**config.mk**
```make
export PLATFORM = sky130hd
export DESIGN_NAME = multicycle_ctrl
export DESIGN_NICKNAME = d
export VERILOG_FILES = /design/src/rtl/arm_ctrl_pkg.sv /design/src/rtl/multicycle_ctrl_cond_check.sv /design/src/rtl/multicycle_ctrl.sv
export SDC_FILE = /design/constraint.sdc
export NUM_CORES = 1
export LEC_CHECK = 0
export CAP_MARGIN = 20
export CORE_MARGIN = 4
export CORE_UTILIZATION = 42
export CTS_BUF_LIST = sky130_fd_sc_hd__clkbuf_4 sky130_fd_sc_hd__clkbuf_8 sky130_fd_sc_hd__clkbuf_16
export DETAILED_ROUTE_END_ITERATION = 7
export HOLD_SLACK_MARGIN = 0.02
export PLACE_DENSITY = 0.83
export SLEW_MARGIN = 20
export SYNTH_ARGS = -nofsm -noshare
export SYNTH_HDL_FRONTEND = slang
export SYNTH_HIERARCHICAL = 1
export SYNTH_SLANG_ARGS = --single-unit
```
**constraint.sdc**
```tcl
create_clock -name clk -period 4 [get_ports clk]
set_clock_uncertainty 0.2 [all_clocks]
set_input_delay 0.6 -clock clk [delete_from_list [all_inputs] [get_ports clk]]
set_output_delay 0.6 -clock clk [all_outputs]
set_load 0.02 [all_outputs]
```
**src/rtl/arm_ctrl_pkg.sv**
```systemverilog
// Shared types and encodings for the multicycle ARM controller:
// FSM states, ALU/shifter codes, condition codes, mux selects.
package arm_ctrl_pkg;

    typedef enum logic [3:0] {
        FETCH, DECODE, MEMADR, MEMRD, MEMWB, MEMWR,
        EXECR, EXECI, ALUWB, BRANCH, HALT
    } state_t;

    localparam logic [3:0] ALU_ADD = 4'b0000;
    localparam logic [3:0] ALU_SUB = 4'b0001;
    localparam logic [3:0] ALU_AND = 4'b0010;
    localparam logic [3:0] ALU_ORR = 4'b0011;
    localparam logic [3:0] ALU_EOR = 4'b0100;
    localparam logic [3:0] ALU_ADC = 4'b0101;
    localparam logic [3:0] ALU_SBC = 4'b0110;
    localparam logic [3:0] ALU_MOV = 4'b0111;

    localparam logic [2:0] SH_LSL  = 3'b000;
    localparam logic [2:0] SH_LSR  = 3'b001;
    localparam logic [2:0] SH_ASR  = 3'b010;
    localparam logic [2:0] SH_ROR  = 3'b011;
    localparam logic [2:0] SH_RORI = 3'b100;

    localparam logic [3:0] C_EQ = 4'h0;
    localparam logic [3:0] C_NE = 4'h1;
    localparam logic [3:0] C_CS = 4'h2;
    localparam logic [3:0] C_CC = 4'h3;
    localparam logic [3:0] C_MI = 4'h4;
    localparam logic [3:0] C_PL = 4'h5;
    localparam logic [3:0] C_VS = 4'h6;
    localparam logic [3:0] C_VC = 4'h7;
    localparam logic [3:0] C_HI = 4'h8;
    localparam logic [3:0] C_LS = 4'h9;
    localparam logic [3:0] C_GE = 4'hA;
    localparam logic [3:0] C_LT = 4'hB;
    localparam logic [3:0] C_GT = 4'hC;
    localparam logic [3:0] C_LE = 4'hD;
    localparam logic [3:0] C_AL = 4'hE;

    localparam logic [1:0] OP_DP   = 2'b00;
    localparam logic [1:0] OP_MEM  = 2'b01;
    localparam logic [1:0] OP_BR   = 2'b10;
    localparam logic [1:0] OP_HALT = 2'b11;

    localparam logic [1:0] SRCA_REG    = 2'b00;
    localparam logic [1:0] SRCA_PC     = 2'b01;
    localparam logic [1:0] SRCA_ALUOUT = 2'b10;

    localparam logic [1:0] SRCB_REG  = 2'b00;
    localparam logic [1:0] SRCB_IMM  = 2'b01;
    localparam logic [1:0] SRCB_FOUR = 2'b10;

    localparam logic [1:0] RES_ALU = 2'b00;
    localparam logic [1:0] RES_MEM = 2'b01;
    localparam logic [1:0] RES_PC4 = 2'b10;

    localparam logic [1:0] IMM_DP  = 2'b00;
    localparam logic [1:0] IMM_MEM = 2'b01;
    localparam logic [1:0] IMM_BR  = 2'b10;

    localparam logic [1:0] REGSRC_LR = 2'b10;

    typedef struct packed {
        logic       mem_req;
        logic       mem_write;
        logic       ir_write;
        logic       pc_write;
        logic       reg_write;
        logic       adr_src;
        logic [1:0] reg_src;
        logic [1:0] imm_src;
        logic [1:0] alu_src_a;
        logic [1:0] alu_src_b;
        logic [1:0] result_src;
        logic [3:0] alu_control;
        logic       shift_choice;
        logic [2:0] shift_code;
        logic [4:0] controller_shift;
    } ctrl_t;

    // RSB/RSC/BIC/MVN have no native ALU op; they fall back to
    // the nearest operation and rely on datapath operand handling.
    function automatic logic [3:0] alu_decode(input logic [3:0] funct);
        case (funct)
            4'b0000, 4'b1000, 4'b1110: alu_decode = ALU_AND;
            4'b0001, 4'b1001:          alu_decode = ALU_EOR;
            4'b0010, 4'b0011, 4'b1010: alu_decode = ALU_SUB;
            4'b0100, 4'b1011:          alu_decode = ALU_ADD;
            4'b0101:                   alu_decode = ALU_ADC;
            4'b0110, 4'b0111:          alu_decode = ALU_SBC;
            4'b1100:                   alu_decode = ALU_ORR;
            default:                   alu_decode = ALU_MOV;
        endcase
    endfunction

    // TST/TEQ/CMP/CMN only set flags
    function automatic logic is_cmp(input logic [3:0] funct);
        is_cmp = (funct[3:2] == 2'b10);
    endfunction

endpackage

```
**src/rtl/multicycle_ctrl_cond_check.sv**
```systemverilog
// cond_check: ARM condition evaluation.
// Ports: cond (Instr[31:28]), flags {N,Z,C,V} in; cond_ok out.
module cond_check
    import arm_ctrl_pkg::*;
(
    input  logic [3:0] cond,
    input  logic [3:0] flags,
    output logic       cond_ok
);

    logic n, z, c, v;
    assign {n, z, c, v} = flags;

    always_comb begin
        cond_ok = 1'b1;
        case (cond)
            C_EQ:    cond_ok = z;
            C_NE:    cond_ok = ~z;
            C_CS:    cond_ok = c;
            C_CC:    cond_ok = ~c;
            C_MI:    cond_ok = n;
            C_PL:    cond_ok = ~n;
            C_VS:    cond_ok = v;
            C_VC:    cond_ok = ~v;
            C_HI:    cond_ok = c & ~z;
            C_LS:    cond_ok = ~c | z;
            C_GE:    cond_ok = (n == v);
            C_LT:    cond_ok = (n != v);
            C_GT:    cond_ok = ~z & (n == v);
            C_LE:    cond_ok = z | (n != v);
            default: cond_ok = 1'b1;
        endcase
    end

endmodule

```
**src/rtl/multicycle_ctrl.sv**
```systemverilog
// multicycle_ctrl: multicycle ARM sequencer driving all datapath
// controls from state + Instr; holds NZCV, memory timeout, bus_err.
module multicycle_ctrl
    import arm_ctrl_pkg::*;
#(
    parameter int MEM_WAIT_MAX = 15
) (
    input  logic        clk,
    input  logic        reset,
    input  logic [31:0] Instr,
    input  logic [3:0]  ALUFlags,
    input  logic        mem_ready,
    output logic        mem_req,
    output logic        MemWrite,
    output logic        IRWrite,
    output logic        PCWrite,
    output logic        RegWrite,
    output logic        AdrSrc,
    output logic [1:0]  RegSrc,
    output logic [1:0]  ImmSrc,
    output logic [1:0]  ALUSrcA,
    output logic [1:0]  ALUSrcB,
    output logic [1:0]  ResultSrc,
    output logic [3:0]  ALUControl,
    output logic        shift_choice,
    output logic [2:0]  shift_code,
    output logic [4:0]  controller_shift,
    output logic        storedCarry,
    output logic        bus_err
);

    localparam int CW = $clog2(MEM_WAIT_MAX + 1);

    state_t        state, state_nx;
    logic [3:0]    flags;
    logic [CW-1:0] wait_cnt;
    logic          cond_ok;
    logic          timeout;
    logic          flag_we;
    ctrl_t         c;
    ctrl_t         ctl;
    logic [1:0]    op;
    logic [3:0]    funct;
    logic          unused;

    assign op     = Instr[27:26];
    assign funct  = Instr[24:21];
    assign unused = ^{Instr[19:12], Instr[3:0]};

    cond_check u_cond (
        .cond    (Instr[31:28]),
        .flags   (flags),
        .cond_ok (cond_ok)
    );

    assign flag_we = ((state == EXECR) || (state == EXECI)) & Instr[20];

    always_ff @(posedge clk or negedge reset) begin
        if (!reset) begin
            state    <= FETCH;
            flags    <= '0;
            wait_cnt <= '0;
            bus_err  <= 1'b0;
        end else begin
            state <= state_nx;
            if (mem_ready || timeout)
                wait_cnt <= '0;
            else if (c.mem_req)
                wait_cnt <= wait_cnt + 1'b1;
            if (timeout)
                bus_err <= 1'b1;
            if (flag_we)
                flags <= ALUFlags;
        end
    end

    always_comb begin
        state_nx = state;
        c        = '0;
        timeout  = 1'b0;
        unique case (state)
            FETCH: begin
                c.mem_req    = 1'b1;
                c.alu_src_a  = SRCA_PC;
                c.alu_src_b  = SRCB_FOUR;
                c.result_src = RES_PC4;
                if (mem_ready) begin
                    c.ir_write = 1'b1;
                    c.pc_write = 1'b1;
                    state_nx   = DECODE;
                end
            end
            DECODE: begin
                c.alu_src_a = SRCA_PC;
                c.alu_src_b = SRCB_FOUR;
                if (!cond_ok)
                    state_nx = FETCH;
                else begin
                    unique case (op)
                        OP_DP:   state_nx = Instr[25] ? EXECI : EXECR;
                        OP_MEM:  state_nx = MEMADR;
                        OP_BR:   state_nx = BRANCH;
                        default: state_nx = HALT;
                    endcase
                end
            end
            MEMADR: begin
                c.alu_src_a = SRCA_REG;
                c.alu_src_b = SRCB_IMM;
                c.imm_src   = IMM_MEM;
                state_nx    = Instr[20] ? MEMRD : MEMWR;
            end
            MEMRD: begin
                c.mem_req = 1'b1;
                c.adr_src = 1'b1;
                if (mem_ready)
                    state_nx = MEMWB;
            end
            MEMWB: begin
                c.result_src = RES_MEM;
                c.reg_write  = 1'b1;
                state_nx     = FETCH;
            end
            MEMWR: begin
                c.mem_req   = 1'b1;
                c.mem_write = 1'b1;
                c.adr_src   = 1'b1;
                if (mem_ready)
                    state_nx = FETCH;
            end
            EXECR, EXECI: begin
                c.alu_src_a   = SRCA_REG;
                c.alu_src_b   = (state == EXECI) ? SRCB_IMM : SRCB_REG;
                c.imm_src     = IMM_DP;
                c.alu_control = alu_decode(funct);
                // immediate operands have no Rs and use the rotate path
                c.shift_code  = (state == EXECI) ? SH_RORI
                                                 : {1'b0, Instr[6:5]};
                c.shift_choice     = (state == EXECR) & Instr[4];
                c.controller_shift = Instr[11:7];
                state_nx = is_cmp(funct) ? FETCH : ALUWB;
            end
            ALUWB: begin
                c.reg_write  = 1'b1;
                c.result_src = RES_ALU;
                state_nx     = FETCH;
            end
            BRANCH: begin
                c.alu_src_a  = SRCA_ALUOUT;
                c.alu_src_b  = SRCB_IMM;
                c.imm_src    = IMM_BR;
                c.result_src = RES_ALU;
                c.pc_write   = 1'b1;
                if (Instr[24]) begin
                    c.reg_write = 1'b1;
                    c.reg_src   = REGSRC_LR;
                end
                state_nx = FETCH;
            end
            HALT:    state_nx = HALT;
            default: state_nx = FETCH;
        endcase

        timeout = c.mem_req & ~mem_ready
                & (wait_cnt == CW'(MEM_WAIT_MAX - 1));
        if (timeout)
            state_nx = HALT;
    end

    // Reset forces every control low immediately, even mid-access.
    assign ctl = reset ? c : '0;

    assign mem_req          = ctl.mem_req;
    assign MemWrite         = ctl.mem_write;
    assign IRWrite          = ctl.ir_write;
    assign PCWrite          = ctl.pc_write;
    assign RegWrite         = ctl.reg_write;
    assign AdrSrc           = ctl.adr_src;
    assign RegSrc           = ctl.reg_src;
    assign ImmSrc           = ctl.imm_src;
    assign ALUSrcA          = ctl.alu_src_a;
    assign ALUSrcB          = ctl.alu_src_b;
    assign ResultSrc        = ctl.result_src;
    assign ALUControl       = ctl.alu_control;
    assign shift_choice     = ctl.shift_choice;
    assign shift_code       = ctl.shift_code;
    assign controller_shift = ctl.controller_shift;
    assign storedCarry      = flags[1];

endmodule
```
* Word level (Yosys, flattened, before mapping)
Memories as Yosys holds them, arrays and structs flattened.
Cells that the tools add are included.
** Operators by class
- Eq/ne operators :: 32
- Reduce and logical (&&, ||, !) cells :: 12
- Shifts and indexed selects :: 0
- $lt $le $gt $ge :: 0
- Bitwise gates (word level) :: 13
- Divide/modulo/power cells :: 0
- Multipliers :: 0
- Add/subtract/negate cells :: 1
- Multiplexer cells :: 30
** Operators with widths (count)
- $eq A4 B4 Y1 const B :: 10
- $eq A4 B3 Y1 const B :: 8
- $mux W4 :: 8
- $mux W29 :: 1
- $pmux W4 S7 :: 1
- $eq A4 B2 Y1 const B :: 4
- $pmux W4 S4 :: 1
- $pmux W1 S14 :: 1
- $mux W13 :: 1
- $pmux W4 S3 :: 1
- $ne A3 B3 Y1 const B :: 3
- $eq A4 B1 Y1 const B :: 2
- $logic_not A4 Y1 :: 2
- $pmux W2 S2 :: 2
- $reduce_or A2 Y1 :: 4
- $mux W1 :: 7
- $and A1 B1 Y1 :: 6
- $mux W2 :: 3
- $mux W3 :: 2
- $not A1 Y1 :: 5
- $add A4 B1 Y4 const B :: 1
- $eq A2 B2 Y1 const B :: 2
- $pmux W1 S2 :: 2
- $reduce_and A3 Y1 :: 1
- other kinds (8) :: 10
** Word-level totals
- Logic and storage cells :: 93
- Output and inout port bits :: 31
- Latch bits :: 0
- Input bits :: 39
- Bits in registers :: 13
- Memories :: 1
- RAM bits :: 0
- Bits in read-only memories :: 48
** Memories
- (name not given) :: depth 16, width 3, read ports 1, clocked after Yosys merged registers in 0, wr ports 0, RTL line arm_ctrl_pkg.sv:85 : case (funct)

* Depth between registers and ports, before layout
- Depth in word-level cells :: 7
- Mapped depth :: 8
- Gate-level depth less buffers :: 7

* Modules after synthesis
Netlist, hierarchy kept.
** By module, submodules not included
- multicycle_ctrl :: seq. area each 325.3 sq um, times used 1, cells each 132, area each 1096.1 sq um
- cond_check :: seq. area each 0.0 sq um, times used 1, cells each 23, area each 165.2 sq um

* Worst setup path before layout
Ideal clock, no wire load.
- Path type :: register to output
- From :: register state[2]
- To :: output ALUSrcB[0]
- Data arrival time :: 1.741 ns
- Path slack :: 1.459 ns
- Cell stages (with the launch flop) :: 6
- Path buffers :: 1
- Path through :: dfrtp_1 > buf_6 > nor2_1 > nand2_1 > nor3b_1 > or3_1
** On the way
- Cells in the longest elaborated chain, start to end :: 4
** RTL lines
- start, declared :: RTL line multicycle_ctrl.sv:34 : state_t state, state_nx;
- start signal, assigned :: RTL line multicycle_ctrl.sv:65 : state <= state_nx;
- $eq A4 B3 Y1 (tied with other cells) :: RTL line multicycle_ctrl.sv:81, multicycle_ctrl.sv:133
- $mux W1 (tied with other cells) :: RTL line multicycle_ctrl.sv:133 : c.alu_src_b = (state == EXECI) ? SRCB_IMM : SRCB_REG;
- $pmux W4 S4 (*) :: RTL line multicycle_ctrl.sv:81 : unique case (state)
- $mux W29 (*) :: RTL line multicycle_ctrl.sv:171 : assign ctl = reset ? c : '0;
- end, declared :: RTL line multicycle_ctrl.sv:22 : output logic [1:0] ALUSrcB,
Mark *: on every way between the ends. The rest lies on a longest branch, timed or not.

* Final worst setup path
- From :: input reset
- To :: output ALUSrcB[0]
** On the way
- Cells in the longest elaborated chain, start to end :: 1
** RTL lines
- start, declared :: RTL line multicycle_ctrl.sv:9 : input logic reset,
- $mux W29 :: RTL line multicycle_ctrl.sv:171
Every way passes these cells.

==> flow_summary_export.csv <==
group,metric,value,unit
power,pwr_density_cell,478,nW/um2
die,ios,70,
place,hpwl,2.71,mm
job,cap_viol_max_count,0,
critical_path,path_max_fanout,10,
sta,finalHoldViolCount,0,
cts,path_clk_slew,0.08,ns
critical_path,r2r_end,"state[2]",
outcome,outcome,"finished clean",
grt,overflow,0,
synthesis,synthMuxAreaShare,4.37,%
grt,grt_max_degree,17,
grt,antenna_found_initial,0,
drt,totalWireLength,3.49,mm
synthesis,synth_top_family_by_area,"simple AND/OR/NAND/NOR gates",
layout,fillers,255,
drt,avgRoutedWirePerCell,14.8,um
die,core_area,2810,um2
place,port_buffers,55,
layout,finalNonFillerCells,236,
cts,cts_root_buf,"clkbuf_4",
cts,clk_latency,0.29,ns
place,gp_congestion,0.782,
synthesis,seq_area_frac_synth,25.8,%
place,place_inst,232,
layout,diodes,0,
cts,cts-resized-gates,0,
cts,cts_setup_buffers,0,
sta,slew_viol_final,0,
drt,dr_total_vias,1352,
sta,rsz0062_at_grt,"false",
drt,ant_nets,0,
critical_path,path_cells,"clkdlybuf4s50_1, and3_1, and2_1, or3_1, clkdlybuf4s50_1",
sta,slew-limit-headroom,66.6,%
die,die_h,62.8,um
critical_path,slowest_delay,0.57,ns
synthesis,async_flop_share,100,%
sta,fin_crit,3.29,ns
critical_path,cp-startpoint,"reset",
cts,cts_hold_buffers,0,
cts,clock_path_buffers,2,
critical_path,path_class,"primary input to output port",
power,p_seq_share,29.7,%
sta,fin_crit_sh,82.3,%
layout,drive_gt1_share,7.80,%
synthesis,synthesis.instances,155,
layout,syn2layout_area_growth,44.1,%
power,p_clk_share,10.3,%
die,dieWidth,62.8,um
drt,drt-vias-per-instance,5.73,
critical_path,r2r_setup_slack,2.03,ns
synthesis,synthSimpleGateAreaFrac,34.7,%
synthesis,yosysWarnings,6,
die,start_util,45.0,%
sta,setup_viol,0,
min_path,hold_path_class,"register to register",
cts,cts_tree,"built",
cts,cts.sinks,13,
sta,tightest_slew,0.501,ns
cts,cts_max_level,1,
critical_path,crit_arrival,2.49,ns
power,p_leak,0.761,nW
cts,numCtsBuffers,3,
synthesis,avgSynthCellArea,8.14,um2
die,die_area,3940,um2
layout,nets,247,
drt,initialDrtViolationCount,97,
sta,max_freq,0.304,GHz
grt,grt_first_pass_wirelength,5.69,mm
critical_path,required,3.20,ns
power,intPower,0.000480,W
power,combPwrFrac,60.1,%
sta,finalSetupTns,0,ns
critical_path,cp-endpoint,"ALUSrcB[0]",
grt,track_usage,17.5,%
synthesis,synthesis.area,1260,um2
critical_path,end_kind,"output port",
synthesis,synth.distinct_cells,45,
synthesis,ys_ff_latch,13,
synthesis,synth-compound-area-share,21.7,%
synthesis,synth_flop_cell,"dfrtp_1",
critical_path,critPathSlowestCell,"clkdlybuf4s50_1",
power,switching_share,44.8,%
synthesis,synth_edf_count,0,
power,ir_drop,0.000354,V
grt,grt_pass1_vias,1284,
drt,drc_errors,0,
critical_path,timing.rr.start,"state[0]",
power,power_switching,0.000390,W
critical_path,reg2regPathDepth,4,
synthesis,synth_xor_area_share,3.47,%
critical_path,crit_top_cell,"clkdlybuf4s50_1",
critical_path,cp-start-kind,"primary input",
drt,firstDrtPassIters,5,
synthesis,synth_fa_ha_area_share,1.98,%
die,row_count,19,
## how the worst min path moves through the flow
| stage | from | to | slack (ns) | cells after the start |
|---|---|---|---|---|
| 2_1_floorplan | reset | bus_err | 0.10 | 0 |
| 3_3_place_gp | bus_err | bus_err | 0.26 | 1 |
| 3_5_place_dp | bus_err | bus_err | 0.26 | 1 |
| 4_1_cts | bus_err | bus_err | 0.28 | 1 |
| 5_1_grt | bus_err | bus_err | 0.30 | 1 |
| 6_report | bus_err | bus_err | 0.28 | 1 |
## layout by cell type (no fill, tap or decap), types with 4 or more instances in the layout
cell type         n
nand2_1          10
nor3b_1           4
nor2b_1           7
xnor2_1           5
o21ai_0           5
clkbuf_4          4
nor2_1           11
inv_1             4
mux2_2            4
a21oi_1           9
and2_1           13
or3_1             4
dfrtp_1          13
nor3_1            5
and3_1            7
clkdlybuf4s50_1  55
## layout make-up
cell class              count  area, um2  area share, %
multi-input cells         127        843           46.4
repair buffers             57        566           31.1
flip-flops and latches     13        325           17.9
well taps                  31       38.8           2.13
clock buffers               4       30.0           1.65
inverters                   4       15.0          0.826
## flip-flops by register name (all words and copies together), names as in the netlist
name,count
bus_err,1
state,4
wait_cnt,4
flags,4
## cells by family after synthesis
group	Yosys count
other	1
buffers and inverters	16
adders and majority gates	2
muxes	5
xor gates and xnor gates	5
AOI/OAI and AO/OA	37
DFF	13
and+or+nand+nor	76
## cells in the mapped netlist (2+ instances only)
cell | number | share of area (%)
a211o_1 | 2 | 1.4
a21oi_1 | 9 | 3.6
a32o_1 | 2 | 1.6
a41oi_1 | 2 | 1.4
and2_1 | 13 | 6.4
and3_1 | 7 | 3.5
and3b_1 | 2 | 1.4
buf_2 | 2 | 0.79
buf_4 | 3 | 1.8
buf_6 | 3 | 2.7
clkbuf_1 | 4 | 1.2
dfrtp_1 | 13 | 26
ha_1 | 2 | 2.0
inv_1 | 4 | 1.2
mux2_2 | 4 | 3.6
nand2_1 | 10 | 3.0
nand2b_1 | 3 | 1.5
nand3_1 | 3 | 1.2
nand4_1 | 2 | 0.99
nor2_1 | 11 | 3.3
nor2b_1 | 7 | 3.5
nor3_1 | 5 | 2.0
nor3b_1 | 4 | 2.4
o211ai_1 | 3 | 1.8
o21ai_0 | 5 | 2.0
o22ai_1 | 2 | 0.99
o32ai_1 | 3 | 2.1
or3_1 | 4 | 2.0
xnor2_1 | 5 | 3.5
## power groups by stage
stage                     Clock [W]  Combinational (W)  Sequential (W)
after floorplan                   0           0.000407        0.000214
after global placement            0           0.000505        0.000252
after detailed placement          0           0.000521        0.000258
after CTS                 0.0000939           0.000523        0.000256
after global routing       0.000101           0.000564        0.000268
final                     0.0000892           0.000522        0.000258
## worst max-delay path: cells and delay by family
family                 cells  cell delay (ns)
buffers and inverters      2             1.12
AND/OR/NAND/NOR            3             0.78
## through the flow
step / total power (W) / util (%) / setup WS, ns / hold WS, ns / area, um2
after global routing: 0.000933 / 64.8 / 0.598 / 0.298 / 1820
final: 0.000870 / 64.8 / 0.707 / 0.279 / 1820
after CTS: 0.000873 / 64.8 / 0.709 / 0.284 / 1820
after floorplan: 0.000621 / - / 1.46 / 0.104 / 1260
after global placement: 0.000757 / 63.7 / 0.759 / 0.256 / 1790
after detailed placement: 0.000779 / 63.7 / 0.711 / 0.264 / 1790
## routing by layer
metal	wire length [um]	share of wire [%]	global-route usage, %
met5	0	0	0
met4	58	1.7	8.54
met3	216	6.2	4.86
met2	1740	50	29.0
met1	1480	42	20.6
(Power assumes the default switching activity.)
